--- src/rtl/bus_pkg.sv ---
// Shared types and default region map for the single-master bus interconnect.
package bus_pkg;

  typedef logic [31:0] bus_addr_t;

  // Transaction states: wait for strobe, wait for slave, present response.
  typedef enum logic [1:0] {
    StIdle,
    StWait,
    StResp
  } bus_state_e;

  // Default map: RAM owns the low 256 MiB, UART a 16-byte window.
  localparam bus_addr_t RAM_BASE  = 32'h0000_0000;
  localparam bus_addr_t RAM_MASK  = 32'hF000_0000;
  localparam bus_addr_t UART_BASE = 32'h1000_0000;
  localparam bus_addr_t UART_MASK = 32'hFFFF_FFF0;

endpackage

--- src/rtl/bus_region_decoder.sv ---
// Combinational priority address decoder: the lowest-index matching region wins.
module bus_region_decoder #(
  parameter int unsigned NumSlaves = 2,
  parameter int unsigned AddrWidth = 32
) (
  input  logic [AddrWidth-1:0]                 addr_i,
  input  logic [NumSlaves-1:0][AddrWidth-1:0]  base_i,
  input  logic [NumSlaves-1:0][AddrWidth-1:0]  mask_i,
  output logic [NumSlaves-1:0]                 sel_o,
  output logic                                 hit_o
);

  // Scan from the highest index down so a lower-index match overwrites it.
  always_comb begin
    sel_o = '0;
    hit_o = 1'b0;
    for (int k = int'(NumSlaves) - 1; k >= 0; k--) begin
      if ((addr_i & mask_i[k]) == base_i[k]) begin
        sel_o    = '0;
        sel_o[k] = 1'b1;
        hit_o    = 1'b1;
      end
    end
  end

endmodule

--- src/rtl/bus_interconnect.sv ---
// Single-master, N-slave memory-mapped interconnect with registered one-hot select,
// read-data mux and bus-error response for unmapped addresses.
// Optional watchdog: define BUS_TIMEOUT_EN to abort hung slave accesses with an error.
module bus_interconnect
  import bus_pkg::*;
#(
  parameter int unsigned NumSlaves     = 2,
  parameter int unsigned AddrWidth     = 32,
  parameter int unsigned DataWidth     = 32,
  parameter logic [NumSlaves-1:0][AddrWidth-1:0] SlaveBase = {UART_BASE, RAM_BASE},
  parameter logic [NumSlaves-1:0][AddrWidth-1:0] SlaveMask = {UART_MASK, RAM_MASK},
  parameter int unsigned TimeoutCycles = 16
) (
  input  logic                           clk,
  input  logic                           rst,
  input  logic [AddrWidth-1:0]           addr_i,
  input  logic [DataWidth-1:0]           wdata_i,
  input  logic                           wr_i,
  input  logic                           strobe_i,
  output logic [DataWidth-1:0]           rdata_o,
  output logic                           ready_o,
  output logic                           err_o,
  output logic [NumSlaves-1:0]           s_sel_o,
  output logic [AddrWidth-1:0]           s_addr_o,
  output logic [DataWidth-1:0]           s_wdata_o,
  output logic                           s_wr_o,
  output logic                           s_strobe_o,
  input  logic [NumSlaves*DataWidth-1:0] s_rdata_i,
  input  logic [NumSlaves-1:0]           s_ready_i
);

  bus_state_e             state_q;
  logic [NumSlaves-1:0]   sel_q;
  logic [AddrWidth-1:0]   addr_q;
  logic [DataWidth-1:0]   wdata_q;
  logic                   wr_q;
  logic                   s_strobe_q;
  logic                   ready_q;
  logic                   err_q;
  logic [DataWidth-1:0]   rdata_q;

  logic [NumSlaves-1:0]   dec_sel;
  logic                   dec_hit;
  logic                   slave_ready;
  logic [DataWidth-1:0]   slave_rdata;

`ifdef BUS_TIMEOUT_EN
  localparam int unsigned CntWidth = $clog2(TimeoutCycles + 1);
  logic [CntWidth-1:0]    cnt_q;
`else
  logic                   unused_timeout;
  assign unused_timeout = ^TimeoutCycles;
`endif

  bus_region_decoder #(
    .NumSlaves (NumSlaves),
    .AddrWidth (AddrWidth)
  ) u_decoder (
    .addr_i (addr_i),
    .base_i (SlaveBase),
    .mask_i (SlaveMask),
    .sel_o  (dec_sel),
    .hit_o  (dec_hit)
  );

  // Only the selected slave's ready and read data are visible to the FSM.
  always_comb begin
    slave_ready = |(s_ready_i & sel_q);
    slave_rdata = '0;
    for (int k = 0; k < int'(NumSlaves); k++) begin
      if (sel_q[k]) begin
        slave_rdata = slave_rdata | s_rdata_i[k*DataWidth +: DataWidth];
      end
    end
  end

  // Transaction FSM with latched request and registered response outputs.
  always_ff @(posedge clk or posedge rst) begin
    if (rst) begin
      state_q    <= StIdle;
      sel_q      <= '0;
      addr_q     <= '0;
      wdata_q    <= '0;
      wr_q       <= 1'b0;
      s_strobe_q <= 1'b0;
      ready_q    <= 1'b0;
      err_q      <= 1'b0;
      rdata_q    <= '0;
`ifdef BUS_TIMEOUT_EN
      cnt_q      <= '0;
`endif
    end else begin
      // Pulsed outputs default low each cycle.
      s_strobe_q <= 1'b0;
      ready_q    <= 1'b0;
      err_q      <= 1'b0;
      unique case (state_q)
        StIdle: begin
          if (strobe_i) begin
            addr_q  <= addr_i;
            wdata_q <= wdata_i;
            wr_q    <= wr_i;
            if (dec_hit) begin
              sel_q      <= dec_sel;
              s_strobe_q <= 1'b1;
`ifdef BUS_TIMEOUT_EN
              cnt_q      <= '0;
`endif
              state_q    <= StWait;
            end else begin
              // Unmapped: answer directly, no slave is touched.
              ready_q <= 1'b1;
              err_q   <= 1'b1;
              rdata_q <= '0;
              state_q <= StResp;
            end
          end
        end
        StWait: begin
          // Ready wins over an expiring watchdog in the same cycle.
          if (slave_ready) begin
            rdata_q <= slave_rdata;
            ready_q <= 1'b1;
            state_q <= StResp;
          end
`ifdef BUS_TIMEOUT_EN
          else if (cnt_q == CntWidth'(TimeoutCycles)) begin
            rdata_q <= '0;
            ready_q <= 1'b1;
            err_q   <= 1'b1;
            state_q <= StResp;
          end else begin
            cnt_q <= cnt_q + CntWidth'(1);
          end
`endif
        end
        StResp: begin
          sel_q   <= '0;
          state_q <= StIdle;
        end
        default: state_q <= StIdle;
      endcase
    end
  end

  assign rdata_o    = rdata_q;
  assign ready_o    = ready_q;
  assign err_o      = err_q;
  assign s_sel_o    = sel_q;
  assign s_addr_o   = addr_q;
  assign s_wdata_o  = wdata_q;
  assign s_wr_o     = wr_q;
  assign s_strobe_o = s_strobe_q;

endmodule

--- config.mk ---
export PLATFORM = sky130hd
export DESIGN_NAME = bus_interconnect
export DESIGN_NICKNAME = d
export VERILOG_FILES = /design/src/rtl/bus_pkg.sv /design/src/rtl/bus_region_decoder.sv /design/src/rtl/bus_interconnect.sv
export SDC_FILE = /design/constraint.sdc
export NUM_CORES = 1
export LEC_CHECK = 0
export CORE_ASPECT_RATIO = 1.25
export CORE_MARGIN = 3
export CORE_UTILIZATION = 39
export CTS_CLUSTER_SIZE = 8
export DETAILED_ROUTE_END_ITERATION = 10
export GPL_TIMING_DRIVEN = 0
export PLACE_DENSITY = 0.81
export RECOVER_POWER = 25
export SLEW_MARGIN = 20
export SYNTH_ARGS = -nofsm -noshare
export SYNTH_HDL_FRONTEND = slang
export SYNTH_SLANG_ARGS = --single-unit
export TNS_END_PERCENT = 100
--- constraint.sdc ---
create_clock -name clk -period 3.7 [get_ports clk]
set_input_delay 0.555 -clock clk [delete_from_list [all_inputs] [get_ports clk]]
set_output_delay 0.555 -clock clk [all_outputs]
set_load 0.02 [all_outputs]
Word-level counts from Yosys, hierarchy flattened
Cells that the tools add are included.
Cells by class
  $add $sub $neg: 0
  multiply operators: 0
  divide/modulo/power cells: 0
  magnitude comparators: 0
  equality and inequality tests: 7
  shift-type cells: 0
  multiplexer cells: 25
  bitwise gates (word level): 2
  reduce and logical (&&, ||, !) cells: 9
Operator list (count)
  $mux 32: 5
  $pmux 32 s2: 1
  $logic_not 32->1: 1
  $or 32x32->32: 1
  $eq 28x25->1 const B: 1
  $mux 2: 7
  $mux 1: 9
  $ne 2x2->1 const B: 4
  $pmux 2 s2: 2
  $reduce_and 2->1: 2
  $reduce_and 4->1: 1
  $reduce_bool 2->1: 2
  $reduce_and 3->1: 1
  $and 2x2->2: 1
  $eq 2x1->1 const B: 1
  $eq 2x2->1 const B: 1
  $logic_not 2->1: 1
  $pmux 1 s2: 1
  $reduce_or 2->1: 1
Storage, ports and cells
  bits in registers: 104
  latch bits: 0
  memory bits (writable): 0
  ROM bits: 0
  output and inout bits: 102
  memories: 0

Longest topological paths before layout
  word-level depth: 6
  depth in mapped cells: 7

Cells and area by module
A second synthesis with hierarchy kept.
Unflattened totals
  cells, all modules: 481
  area total of the unflattened synthesis: 5516.5 um2
By module, submodules not included
  bus_interconnect: times used 1, cells an instance 309, area an instance 4332.9 um2, seq. area each 2602.5 um2
  bus_region_decoder: times used 1, cells an instance 172, area an instance 1183.6 um2, seq. area each 0.0 um2

Worst setup path before layout
No wires, ideal clock.
  path kind: register to register
  start point: reg sel_q[1] (netlist: s_sel_o[1])
  end point: reg rdata_q[0] (netlist: rdata_o[0])
  setup time: 0.135 ns
  data arrival time: 1.534 ns
  required time: 3.565 ns
  path slack: 2.031 ns
  cell stages (with the launch flop): 7
  path buffers: 2
  clock period less this slack: 1.669 ns
  cell sequence: dfrtp_1 > buf_2 > a22oi_2 > a211o_1 > a211oi_4 > buf_6 > o22ai_1
Between the ends
  cells in the longest elaborated chain, start to end: 4
RTL lines
  start: declaration: RTL line bus_interconnect.sv:33  | logic [NumSlaves-1:0] sel_q;
  start signal: assignment: RTL line bus_interconnect.sv:104  | sel_q <= dec_sel;
  $and 2x2->2: RTL line bus_interconnect.sv:68  | slave_ready = |(s_ready_i & sel_q);
  $reduce_or 2->1: RTL line bus_interconnect.sv:68
  $ne 2x2->1 (no source line)
  $reduce_and 4->1 (no source line)
  end signal: assignment: RTL line bus_interconnect.sv:122  | rdata_q <= slave_rdata;
  end: declaration: RTL line bus_interconnect.sv:40  | logic [DataWidth-1:0] rdata_q;
Parallel ways exist; a longest one is shown, timed or not. The select of a mux whose other input is x is not followed.
A chain may end at the register's enable or synchronous reset.

==> impl_metrics.toml <==
[run_status]
status = "finished, violations left"
violations = "max-capacitance violations, max-slew violations"

[routing]
final_antenna_net_count = 0
viasPerCell = 5.18
drt_iter0_drc = 100
via_count = 3672
wl_per_cell_um = 18.2
first_pass_iters = 4
drc = 0
wl_um = 12900

[synthesis]
synth_top_family_by_area = "multiplexers"
synth_mux_area_frac = 0.170
synth_fa_ha_area_frac = 0
synthSimpleGateAreaFrac = 0.0603
ys.flop_type = "dfrtp_1"
synth_seq_cells = 104
syn_area_per_cell_um2 = 13.2
synth_cell_type_count = 28
syn_nets = 459
ys_warn_count = 0
yosys.area_share.xor_xnor = 0
ys_async_sr_fraction = 1.00
yosysSeqAreaShare = 0.606
netlist_instances = 325
synth_compound_area_frac = 0.128
synth-edff-count = 0
netlist_area_mm2 = 0.00430

[critical_path]
crit_fanout = 60
path_class = "primary input to asynchronous set/reset pin"
crit_path_end_kind = "asynchronous set/reset pin"
cp_slowest_cell = "clkinvlp_2"
crit_path_cell_trace = "dlygate4sd3_1 -> clkinvlp_2 -> buf_16"
worst-r2r-cell-count = 6
r2r_slack_ns = 1.86
crit_family = "buffers and inverters"
slowest_delay_ns = 1.16
arrival_ns = 2.66
required_ns = 4.20
worstReg2RegEnd = "rdata_o[2]"
r2r-start = "s_sel_o[0]"
crit_buf_inv = 3
startpoint_type = "primary input"

[floorplan]
die_h_um = 123
placementRows = 42
fp.dieArea_mm2 = 0.0123
fp.coreArea_mm2 = 0.0107
dieWidth_um = 99.9
top_level_ports = 236
start_util = 0.403

[cells_and_area]
layout_commonest_cell = "clkdlybuf4s50_1"
final_nets = 706
final_util = 0.667
num-fill-cells = 810
drive_gt1_frac = 0.182
area_growth_pct = 65.7
register_area_mm2 = 0.00260
diodes = 0
final_cell_mix = "234 x clkdlybuf4s50_1, 104 x dfrtp_1, 65 x mux2_2"
multi_input_area_mm2 = 0.00154

[job]
cap_violations = 1

[cts]
cts_tree = "yes"
cts-root-buf = "clkbuf_16"
cts_sinks = 104
cts.path.max_buffers = 2
hold_buffers = 0
path_clk_slew_ns = 0.07
cts_max_level = 3
cts-resized-gates = 0
clock_latency_ns = 0.33
cts_made_buffers = 9
cts_setup_buffers = 0

[timing]
maxSlewHeadroom = -0.355
whs_ns = 0.508
worstMarginPinSlew_ns = 2.02
finClkSkew_ns = 0.00375
rsz0062_at_grt = "no"
fmax_ghz = 0.461
hold_viol = 0
min_period_ns = 2.17
finalSetupViolCount = 0
post-route-period-util = 0.586
finalMaxSlewViolations = 45

[hold_path]
hp-class = "flip-flop to flip-flop"
min_path_cells = 1
holdPathEnd = "s_wdata_o[10]"
hold_start = "s_wdata_o[10]"

[grt]
overflow = 0
antenna_found_initial = 0
grt_max_degree = 61
grt_pass1_wl_um = 19700
grt_pass1_vias = 3966
grtUsageTotal = 0.203

[power_and_ir_drop]
p_switching_mw = 0.992
p_clk_frac = 0.255
p_seq_frac = 0.415
total_leakage_power_nw = 2.80
pwr-share-comb = 0.331
swShare = 0.291
peakVddDrop_v = 0.000314
cell_internal_pwr_mw = 2.41
power.density_mw_per_mm2 = 478

[placed_design]
port_buffers = 235
gp_congestion = 0.756
dpl.hpwl_um = 10200
==> through the flow <==
step | power (mW) | cell area [um2] | setup WS, ns | std cells | setup TNS (ns)
2_1_floorplan | 1.95 | 4300 | 0.413 | 325 | 0
3_3_place_gp | 2.53 | 6810 | -1.05 | 692 | -108.78
3_5_place_dp | 2.57 | 6850 | 1.20 | 693 | 0
4_1_cts | 3.45 | 7120 | 1.55 | 709 | 0
5_1_grt | 3.57 | 7120 | 1.28 | 709 | 0
6_report | 3.41 | 7120 | 1.53 | 709 | 0
==> cell type report <==
type                    instances  share of cell area
plain buffers                  26              0.0200
flip-flops and latches        104               0.366
clock buffers                  11              0.0341
clock inverters                 5             0.00457
multi-input cells             192               0.216
well taps                     132              0.0232
inverters                       3             0.00176
repair buffers                236               0.334
==> metal layers <==
layer | routed length [um] | global-route usage | vias up
met5 | 0 | 0 | -
met3 | 1030 | 0.0530 | 21
met2 | 6900 | 0.373 | 181
met1 | 4700 | 0.224 | 1777
li1 | - | - | 1693
met4 | 267 | 0.0760 | 0
==> flip-flops by register name, indices dropped and copies added, names as in the netlist <==
| register | count |
|---|---|
| err_o | 1 |
| rdata_o | 32 |
| ready_o | 1 |
| s_addr_o | 32 |
| s_sel_o | 2 |
| s_strobe_o | 1 |
| s_wdata_o | 32 |
| s_wr_o | 1 |
| state_q | 2 |
==> kinds of logic after synthesis <==
logic type | count (synthesis)
AOI/OAI and AO/OA | 75
muxes | 65
and+or+nand+nor | 52
DFF | 104
buffers and inverters | 29
==> cells in the mapped netlist (2+ instances only) <==
library cell  instances  share of area
dfrtp_1             104           0.61
inv_1                 3         0.0026
o22ai_1              32          0.047
clkbuf_1              9         0.0079
buf_2                12          0.014
buf_4                 2         0.0035
o21ba_2               2         0.0047
nor2b_1               2         0.0029
and2_1                2         0.0029
a21oi_1               2         0.0023
mux2_2               65           0.17
buf_6                 3         0.0079
nor3_1                2         0.0023
a22oi_1              32          0.056
nor2_1                2         0.0017
nor4_1                4         0.0058
nand2_1              33          0.029
and4_1                2         0.0041
nand2b_1              2         0.0029
a221o_1               2         0.0047
==> power by group through the flow <==
stage | sequential, mW | clock [mW] | combinational (mW)
2_1_floorplan | 1.65 | 0 | 0.303
3_3_place_gp | 1.42 | 0 | 1.11
3_5_place_dp | 1.43 | 0 | 1.14
4_1_cts | 1.42 | 0.895 | 1.14
5_1_grt | 1.44 | 0.942 | 1.19
6_report | 1.41 | 0.867 | 1.13
==> how the worst max path moves through the flow <==
stage / startpoint / end / cells after the start
after global placement: rst / s_addr_o[16] / 2
after CTS: strobe_i / s_wdata_o[2] / 6
final: rst / s_wdata_o[1] / 3
after floorplan: rst / err_o / 1
after detailed placement: strobe_i / s_wdata_o[2] / 6
after global routing: rst / s_sel_o[1] / 3
Note: power is estimated with default switching activity, not from simulation.
